--- config.mk ---
export PLATFORM = sky130hd
export DESIGN_NAME = mem_arbiter_flat
export DESIGN_NICKNAME = d
export VERILOG_FILES = /design/src/rtl/isa_types_pkg.sv /design/src/rtl/mem_arbiter_pkg.sv /design/src/rtl/mem_arbiter_if.sv /design/src/rtl/mem_arbiter_rr_pick2.sv /design/src/rtl/mem_arbiter.sv /design/src/flat_wrapper.sv
export SDC_FILE = /design/constraint.sdc
export NUM_CORES = 1
export LEC_CHECK = 0
export CORE_AREA = 2 2 105 107
export CTS_BUF_LIST = sky130_fd_sc_hd__clkbuf_4
export CTS_CLUSTER_SIZE = 12
export DETAILED_ROUTE_END_ITERATION = 12
export DIE_AREA = 0 0 107 109
export DONT_BUFFER_PORTS = 1
export GPL_TIMING_DRIVEN = 0
export PLACE_DENSITY_LB_ADDON = 0.1
export SLEW_MARGIN = 30
export SYNTH_ARGS = -nofsm -noshare
export SYNTH_HDL_FRONTEND = slang
export SYNTH_HIERARCHICAL = 1
export SYNTH_SLANG_ARGS = --single-unit
--- constraint.sdc ---
create_clock -name clock -period 6.2 [get_ports clock]
set_input_delay 1.86 -clock clock [delete_from_list [all_inputs] [get_ports clock]]
set_output_delay 1.86 -clock clock [all_outputs]
set_load 0.02 [all_outputs]
--- src/rtl/isa_types_pkg.sv ---
// Core ISA-wide types shared across the hart: datapath width and store widths.
package isa_types;

    localparam int XLEN = 32;

    typedef enum logic [1:0] {
        WW_BYTE = 2'd0,
        WW_HALF = 2'd1,
        WW_WORD = 2'd2
    } write_width_t;

endpackage

--- src/rtl/mem_arbiter_pkg.sv ---
// Types used by the fetch/LSU memory arbiter.
package mem_arb_types;

    typedef enum logic {
        PORT_I = 1'b0,
        PORT_D = 1'b1
    } port_id_t;

    typedef enum logic [1:0] {
        ARB_IDLE  = 2'd0,
        ARB_READ  = 2'd1,
        ARB_WRITE = 2'd2
    } arb_state_t;

endpackage

--- src/rtl/mem_arbiter_if.sv ---
// Requester handshakes (fetch port I, load/store port D) plus the memory-side bus.
interface mem_arbiter_if #(
    parameter int XLEN = 32
);
    logic                    i_req;
    logic [XLEN-1:0]         i_addr;
    logic                    i_gnt;
    logic                    i_rvalid;
    logic [XLEN-1:0]         i_rdata;

    logic                    d_req;
    logic                    d_we;
    logic [XLEN-1:0]         d_addr;
    isa_types::write_width_t d_wwidth;
    logic [XLEN-1:0]         d_wdata;
    logic                    d_gnt;
    logic                    d_rvalid;
    logic [XLEN-1:0]         d_rdata;
    logic                    d_wack;

    logic [XLEN-1:0]         mem_addr;
    isa_types::write_width_t mem_wwidth;
    logic                    mem_wenable;
    logic [XLEN-1:0]         mem_wdata;
    logic [XLEN-1:0]         mem_rdata;

    modport master (
        output i_req, i_addr, d_req, d_we, d_addr, d_wwidth, d_wdata,
        input  i_gnt, i_rvalid, i_rdata, d_gnt, d_rvalid, d_rdata, d_wack
    );

    modport slave (
        input  i_req, i_addr, d_req, d_we, d_addr, d_wwidth, d_wdata, mem_rdata,
        output i_gnt, i_rvalid, i_rdata, d_gnt, d_rvalid, d_rdata, d_wack,
               mem_addr, mem_wwidth, mem_wenable, mem_wdata
    );

    modport memory (
        input  mem_addr, mem_wwidth, mem_wenable, mem_wdata,
        output mem_rdata
    );

endinterface

--- src/rtl/mem_arbiter_rr_pick2.sv ---
// Two-way round-robin picker: on a tie, the port that did not win last time wins.
module rr_pick2
    import mem_arb_types::*;
(
    input  logic [1:0] req,
    input  port_id_t   last_grant,
    output port_id_t   granted,
    output logic       grant_valid
);

    always_comb begin
        grant_valid = |req;
        granted     = PORT_I;
        if (req[PORT_I] && req[PORT_D]) begin
            granted = (last_grant == PORT_I) ? PORT_D : PORT_I;
        end else if (req[PORT_D]) begin
            granted = PORT_D;
        end
    end

endmodule

--- src/rtl/mem_arbiter.sv ---
// Shares the single-port memory between fetch (read-only) and load/store ports,
// owning the memory controls and the read-latency countdown.
module mem_arbiter
    import mem_arb_types::*;
#(
    parameter int XLEN         = isa_types::XLEN,
    parameter int READ_LATENCY = 2
) (
    input logic           clock,
    input logic           reset,
    mem_arbiter_if.slave  bus
);

    localparam int CW = (READ_LATENCY > 0) ? $clog2(READ_LATENCY + 1) : 1;
    typedef logic [CW-1:0] count_t;
    localparam count_t COUNT_INIT = count_t'(READ_LATENCY);

    arb_state_t              state, state_next;
    port_id_t                owner, last_grant, granted;
    logic                    grant_valid;
    logic                    grant_take;
    count_t                  count;
    logic [XLEN-1:0]         lat_addr;
    logic [XLEN-1:0]         lat_wdata;
    isa_types::write_width_t lat_wwidth;

    rr_pick2 u_pick (
        .req         ({bus.d_req, bus.i_req}),
        .last_grant  (last_grant),
        .granted     (granted),
        .grant_valid (grant_valid)
    );

    assign grant_take = (state == ARB_IDLE) && grant_valid;

    always_ff @(posedge clock) begin
        if (reset) begin
            state      <= ARB_IDLE;
            owner      <= PORT_I;
            last_grant <= PORT_I;
            count      <= COUNT_INIT;
            lat_addr   <= '0;
            lat_wdata  <= '0;
            lat_wwidth <= isa_types::WW_WORD;
        end else begin
            state <= state_next;
            if (grant_take) begin
                owner      <= granted;
                last_grant <= granted;
                count      <= COUNT_INIT;
                lat_addr   <= (granted == PORT_D) ? bus.d_addr : bus.i_addr;
                lat_wdata  <= bus.d_wdata;
                lat_wwidth <= bus.d_wwidth;
            end else if (state == ARB_READ && count != '0) begin
                count <= count - count_t'(1);
            end
        end
    end

    always_comb begin
        state_next = state;
        unique case (state)
            ARB_IDLE: begin
                if (grant_valid) begin
                    state_next = (granted == PORT_D && bus.d_we) ? ARB_WRITE : ARB_READ;
                end
            end
            ARB_READ: begin
                if (count == '0) begin
                    state_next = ARB_IDLE;
                end
            end
            ARB_WRITE: state_next = ARB_IDLE;
            default:   state_next = ARB_IDLE;
        endcase
    end

    always_comb begin
        bus.i_gnt       = 1'b0;
        bus.d_gnt       = 1'b0;
        bus.i_rvalid    = 1'b0;
        bus.d_rvalid    = 1'b0;
        bus.d_wack      = 1'b0;
        bus.i_rdata     = bus.mem_rdata;
        bus.d_rdata     = bus.mem_rdata;
        bus.mem_addr    = bus.i_addr;
        bus.mem_wwidth  = lat_wwidth;
        bus.mem_wdata   = lat_wdata;
        bus.mem_wenable = 1'b0;
        unique case (state)
            ARB_IDLE: begin
                if (grant_valid) begin
                    bus.i_gnt = (granted == PORT_I);
                    bus.d_gnt = (granted == PORT_D);
                end
            end
            ARB_READ: begin
                bus.mem_addr = lat_addr;
                if (count == '0) begin
                    bus.i_rvalid = (owner == PORT_I);
                    bus.d_rvalid = (owner == PORT_D);
                end
            end
            ARB_WRITE: begin
                bus.mem_addr    = lat_addr;
                bus.mem_wenable = 1'b1;
                bus.d_wack      = 1'b1;
            end
            default: ;
        endcase
        // Strobes are suppressed while reset is held so an aborted op never completes
        // and a grant is never handed out that the state register will not honour.
        if (reset) begin
            bus.i_gnt       = 1'b0;
            bus.d_gnt       = 1'b0;
            bus.i_rvalid    = 1'b0;
            bus.d_rvalid    = 1'b0;
            bus.d_wack      = 1'b0;
            bus.mem_wenable = 1'b0;
        end
    end

endmodule

--- src/flat_wrapper.sv ---
// flat-port wrapper written by rule: the top's interface ports become plain ports
module mem_arbiter_flat import mem_arb_types::*;
#(
    parameter int XLEN         = isa_types::XLEN,
    parameter int READ_LATENCY = 2
)
  (clock, reset, bus_i_req, bus_i_addr, bus_d_req, bus_d_we, bus_d_addr, bus_d_wwidth, bus_d_wdata, bus_mem_rdata, bus_i_gnt, bus_i_rvalid, bus_i_rdata, bus_d_gnt, bus_d_rvalid, bus_d_rdata, bus_d_wack, bus_mem_addr, bus_mem_wwidth, bus_mem_wenable, bus_mem_wdata);
  mem_arbiter_if #(.XLEN(XLEN)) bus_i ();
  input logic clock;
  input logic reset;
  input wire logic [$bits(bus_i.i_req)-1:0] bus_i_req;
  input wire logic [$bits(bus_i.i_addr)-1:0] bus_i_addr;
  input wire logic [$bits(bus_i.d_req)-1:0] bus_d_req;
  input wire logic [$bits(bus_i.d_we)-1:0] bus_d_we;
  input wire logic [$bits(bus_i.d_addr)-1:0] bus_d_addr;
  input wire logic [$bits(bus_i.d_wwidth)-1:0] bus_d_wwidth;
  input wire logic [$bits(bus_i.d_wdata)-1:0] bus_d_wdata;
  input wire logic [$bits(bus_i.mem_rdata)-1:0] bus_mem_rdata;
  output wire logic [$bits(bus_i.i_gnt)-1:0] bus_i_gnt;
  output wire logic [$bits(bus_i.i_rvalid)-1:0] bus_i_rvalid;
  output wire logic [$bits(bus_i.i_rdata)-1:0] bus_i_rdata;
  output wire logic [$bits(bus_i.d_gnt)-1:0] bus_d_gnt;
  output wire logic [$bits(bus_i.d_rvalid)-1:0] bus_d_rvalid;
  output wire logic [$bits(bus_i.d_rdata)-1:0] bus_d_rdata;
  output wire logic [$bits(bus_i.d_wack)-1:0] bus_d_wack;
  output wire logic [$bits(bus_i.mem_addr)-1:0] bus_mem_addr;
  output wire logic [$bits(bus_i.mem_wwidth)-1:0] bus_mem_wwidth;
  output wire logic [$bits(bus_i.mem_wenable)-1:0] bus_mem_wenable;
  output wire logic [$bits(bus_i.mem_wdata)-1:0] bus_mem_wdata;
  assign bus_i.i_req = bus_i_req;
  assign bus_i.i_addr = bus_i_addr;
  assign bus_i.d_req = bus_d_req;
  assign bus_i.d_we = bus_d_we;
  assign bus_i.d_addr = bus_d_addr;
  assign bus_i.d_wwidth = bus_d_wwidth;
  assign bus_i.d_wdata = bus_d_wdata;
  assign bus_i.mem_rdata = bus_mem_rdata;
  assign bus_i_gnt = bus_i.i_gnt;
  assign bus_i_rvalid = bus_i.i_rvalid;
  assign bus_i_rdata = bus_i.i_rdata;
  assign bus_d_gnt = bus_i.d_gnt;
  assign bus_d_rvalid = bus_i.d_rvalid;
  assign bus_d_rdata = bus_i.d_rdata;
  assign bus_d_wack = bus_i.d_wack;
  assign bus_mem_addr = bus_i.mem_addr;
  assign bus_mem_wwidth = bus_i.mem_wwidth;
  assign bus_mem_wenable = bus_i.mem_wenable;
  assign bus_mem_wdata = bus_i.mem_wdata;
  mem_arbiter #(.XLEN(XLEN), .READ_LATENCY(READ_LATENCY)) u_core (.clock(clock), .reset(reset), .bus(bus_i));
endmodule
# == After elaboration in Yosys (flattened, before gate mapping) ==
# Cells that the tools add are included.
# word_totals
register_bits,71
latch_bits,0
ramBits,0
mem_bits_ro,0
out_inout_bits,136
mem_count,0
# classes
n_addsub,1
mul,0
div_mod_pow,0
order_cmp,0
eq_ne,4
shifts,0
n_mux,23
bitwise,2
reduce_logical,11
# ops
op,count
2-to-1 mux 32 bit,2
2-to-1 mux 1 bit,17
2-to-1 mux 2 bit,3
OR reduction 2 bit,3
logical AND 1 bit,4
zero test 2 bit,2
one-hot mux 2 bit (2 select lines),1
== test 2 x 1 -> 1 bit (second input constant),1
== test 2 bit (second input constant),1
!= test 2 x 1 -> 1 bit (second input constant),1
!= test 2 bit (second input constant),1
inverter 1 bit,2
AND reduction 2 bit,1
nonzero test 2 bit,1
subtractor 2 x 1 -> 2 bit (second input constant),1

# == Longest topological paths before layout ==
# logic_depth
ltp_word,6
mapped_depth,7
depth_no_buf,5

# == By module ==
# The synthesis kept the hierarchy.
# by_module_without_submodules
module,instances,cells_per_inst,area_each_um2,seq_area_each_um2
mem_arbiter,1,356,3533.4,1421.4
rr_pick2,1,2,13.8,0.0

# == Worst setup path after synthesis ==
# OpenSTA, ideal clock, no wires.
# synth_timing
path_kind,input to output
from,input port bus_d_req
to,output port bus_i_gnt
t_arrival_ns,2.865
required_ns,4.340
slack_ns,1.475
path_stages,6
path_buffers,2
path_cell_list,or2_1 nand2_1 or2_1 buf_4 buf_6 nor2_1
# synth_via
elab_chain_cells,6
# synth_lines
element,line_no,rtl
from (decl),flat_wrapper.sv:13,input wire logic [$bits(bus_i.d_req)-1:0] bus_d_req;
2-to-1 mux 1 bit / logical AND 1 bit (equally long branches),"mem_arbiter_rr_pick2.sv:16, mem_arbiter_rr_pick2.sv:14",
2-to-1 mux 1 bit,mem_arbiter_rr_pick2.sv:14,if (req[PORT_I] && req[PORT_D]) begin
inverter 1 bit,mem_arbiter.sv:93,bus.i_gnt = (granted == PORT_I);
2-to-1 mux 1 bit *,mem_arbiter.sv:92,if (grant_valid) begin
2-to-1 mux 1 bit *,mem_arbiter.sv:90,unique case (state)
2-to-1 mux 1 bit *,mem_arbiter.sv:113,if (reset) begin
to (decl),flat_wrapper.sv:19,output wire logic [$bits(bus_i.i_gnt)-1:0] bus_i_gnt;
# Mark *: on every way between the ends. The rest lies on a longest branch, timed or not.

# == Final worst setup path ==
# layout_timing
from,input port bus_d_req
to,output port bus_d_gnt
# layout_via
elab_chain_cells,5
# layout_lines
element,line_no,rtl
2-to-1 mux 1 bit / logical AND 1 bit (equally long branches),"mem_arbiter_rr_pick2.sv:16, mem_arbiter_rr_pick2.sv:14",
2-to-1 mux 1 bit,mem_arbiter_rr_pick2.sv:14,
2-to-1 mux 1 bit *,mem_arbiter.sv:92,
2-to-1 mux 1 bit *,mem_arbiter.sv:90,
2-to-1 mux 1 bit *,mem_arbiter.sv:113,
to (decl),flat_wrapper.sv:22,output wire logic [$bits(bus_i.d_gnt)-1:0] bus_d_gnt;
# Marks and branches as above.

==> results_dict.tcl <==
set metrics [dict create \
    min_period_ns 4.88 \
    hold_path_end "u_core/lat_addr[20]$_SDFFE_PP0P_" \
    routed_wl_mm 8.36 \
    clk_pin_slew_ns 0.12 \
    worst_pin_slew_ns 0.785 \
    synthDistinctLibCells 30 \
    num_vias 2464 \
    ir_drop_mv 0.104 \
    fin_util 0.368 \
    synth-xor-area-share 0.00247 \
    finalSetupViolCount 0 \
    swShare 0.328 \
    status "finished, final reports clean" \
    p_comb_frac 0.253 \
    relSlewSlack 0.476 \
    gp_congestion 0.672 \
    multiInputGateArea_sq_um 1480 \
    grt_max_degree 13 \
    r2r_cells 6 \
    drv_cap 0 \
    synth_compound_area_frac 0.144 \
    post-route-period-util 0.787 \
    rr_startpoint "u_core/state[0]$_SDFFE_PP0P_" \
    synth_area_leaders "dfxtp_1 40%, buf_4 14%, mux2_2 9.5%" \
    hp-start "u_core/lat_addr[20]$_SDFFE_PP0P_" \
    synth_top_family_by_area "multiplexers" \
    finalMaxSlewViolations 0 \
    crit_chain "or2_1 -> nand2_1 -> nor2_2 -> buf_2 -> and2_1" \
    p_clk_frac 0.292 \
    dp.cells 498 \
    hold_buffers 0 \
    drt_first_pass_iters 4 \
    timing.fmax_ghz 0.205 \
    die_area_sq_um 11700 \
    clock_path_buffers 2 \
    slowest_stage "nor2_2" \
    htreeDepth 3 \
    ys_ff_latch 71 \
    fin_skew_ns 0.0140 \
    clockRootBuffer "clkbuf_4" \
    yosys.area.top_type "dfxtp_1" \
    p_per_area_nw_per_um2 321 \
    nFillCells 1078 \
    reg2reg_slack_ns 4.46 \
    grt_first_pass_wirelength_mm 12.0 \
    ios 271 \
    crit_family "simple AND/OR/NAND/NOR gates" \
    initial_utilization 0.335 \
    yosysTopAreaCellShare 0.401 \
    fin_tns_setup_ns 0 \
    leakage_nw 1.69 \
    antenna_found_initial 0 \
    cp_max_fo 10 \
    area_delta_synth_final_pct 9.98 \
    worstPathArrival_ns 3.02 \
    grt_use_total 0.135 \
    drc 0 \
    drive_above_1_share 0.350 \
    cts_sinks 71 \
    avgSynthCellArea_sq_um 9.91 \
    yosys.area_share.simple 0.0621 \
    worst-path-buf-inv 1 \
    vias_per_cell 4.79 \
    routedWlPerCell_um 16.3 \
    cts_buffers 9 \
    stdcell_count 514 \
    cts_resized 0 \
    fin_nets 509 \
    power_switching_mw 0.411 \
    cp-start-kind "input port" \
    hold_path.class "reg -> reg" \
    syn_inst 358 \
    n_antenna_cell 0 \
    first_global_vias 2309 \
    io_buffer_count 0 \
    drtIter0Drc 93 \
    syn-cell-area_sq_um 3550 \
    internal_power_mw 0.841 \
    core-area_sq_um 10600 \
    regArea_sq_um 1420 \
    required_ns 4.34 \
    die_w_um 107 \
    worst_hold_slack_ns 0.454 \
    post_cts_buffers 0 \
    slowest_delay_ns 0.30 \
    rows 38 \
    ant_nets 0 \
    crit_type "in -> out" \
    synthAdderAreaFrac 0.0176 \
    synth_mux_area_frac 0.192 \
    grt-ovfl-total 0 \
    ys_seq_area_frac 0.401 \
    pwr-share-seq 0.455 \
    yosys_warnings 6 \
    r2r_end "u_core/lat_addr[6]$_SDFFE_PP0P_" \
    dp_hpwl_mm 6.43 \
    synth_nets 498 \
    clkLatencyLatePin_ns 0.40 \
    rsz0062_at_grt "false" \
    fp.dieH_um 109 \
    whs_path_depth 2 \
    cts_tree "built" \
    hold_violations 0 \
    worstSetupEndpointType "output port" \
]
worst min-delay path, delay by kind of cell (launching register included):
| kind | cells | cell delay (ns) |
|---|---|---|
| DFF | 1 | 0.33 |
| and+or+nand+nor | 1 | 0.05 |
| AOI/OAI and AO/OA | 1 | 0.05 |
registers in the layout (all words and copies together), names as in the netlist:
| register | cells |
|---|---|
| u_core/bus.mem_wdata | 32 |
| u_core/lat_addr | 32 |
| u_core/count | 2 |
| u_core/last_grant | 1 |
| u_core/bus.mem_wwidth | 2 |
| u_core/state | 2 |
synthesized netlist by cell type:
master and n:
mux2_1 2, nor3b_1 1, a21oi_1 2, clkbuf_1 4
or2_1 2, nand2_1 36, nor2b_1 3, a21boi_1 1
dfxtp_1 71, buf_4 68, buf_6 3, ha_1 5
nand2b_1 1, mux2_2 30, xnor2_1 1, buf_2 13
mux2i_1 32, a2bb2oi_1 1, nor3_1 1, or3_1 1
nor2_2 1, o21ai_1 29, a21oi_2 1, o21ai_0 5
and2_1 2, o211ai_1 1, a22o_1 34, inv_1 5
nand4_1 1, nor2_1 1
final cells by class:
| cell class | instances | area share |
|---|---|---|
| Multi-Input combinational cell | 194 | 0.380 |
| Sequential cell | 71 | 0.364 |
| Buffer | 88 | 0.160 |
| Tap cell | 140 | 0.0449 |
| Clock inverter | 7 | 0.0285 |
| Clock buffer | 9 | 0.0173 |
| Inverter | 5 | 0.00481 |
kinds of logic after synthesis:
| family | after synthesis |
|---|---|
| adder cells (fa/ha/maj) | 5 |
| XOR/XNOR | 1 |
| flip-flops | 71 |
| buffers and inverters | 93 |
| AND/OR/NAND/NOR | 50 |
| multiplexers | 64 |
| AO/OA/AOI/OAI | 74 |
worst max path at each step:
stage	start	endpoint	depth (start not counted)
detailed placement	bus_d_req	bus_d_gnt	5
global placement	bus_d_req	bus_d_gnt	5
floorplan	bus_d_req	bus_i_gnt	6
finish	bus_d_req	bus_d_gnt	5
global route	bus_d_req	bus_d_gnt	5
CTS	bus_d_req	bus_d_gnt	5
power by group through the flow:
stage | clock network [mW] | registers [mW] | logic (mW)
3_3_place_gp | 0 | 0.581 | 0.321
2_1_floorplan | 0 | 0.570 | 0.280
3_5_place_dp | 0 | 0.580 | 0.323
6_report | 0.366 | 0.570 | 0.316
5_1_grt | 0.407 | 0.577 | 0.344
4_1_cts | 0.384 | 0.570 | 0.323
cell usage in the layout, fill, tap and decap left out, types with 3 or more instances in the layout:
cell        n
a22o_1     34
buf_2      13
buf_4      68
buf_6       3
bufinv_16   3
clkbuf_1    4
clkbuf_4    9
dfxtp_1    71
ha_1        5
inv_1       5
mux2_2     30
mux2i_1    32
nand2_1    36
nor2b_1     3
o21ai_0     5
o21ai_1    29
layer usage:
layer,up-vias,track usage,wire length [um]
li1,1194,-,-
met1,1110,0.165,3530
met2,151,0.215,3800
met3,9,0.0526,930
met4,0,0.0557,104
met5,-,0,0
metrics by stage:
stage               setup slack [ns]  power, mW  cell area [sq um]
floorplan                       1.48      0.850               3550
global placement                1.32      0.901               3720
detailed placement              1.29      0.903               3720
CTS                             1.29       1.28               3900
global route                    1.19       1.33               3900
finish                          1.32       1.25               3900
Note: power is estimated with default switching activity, not from simulation.
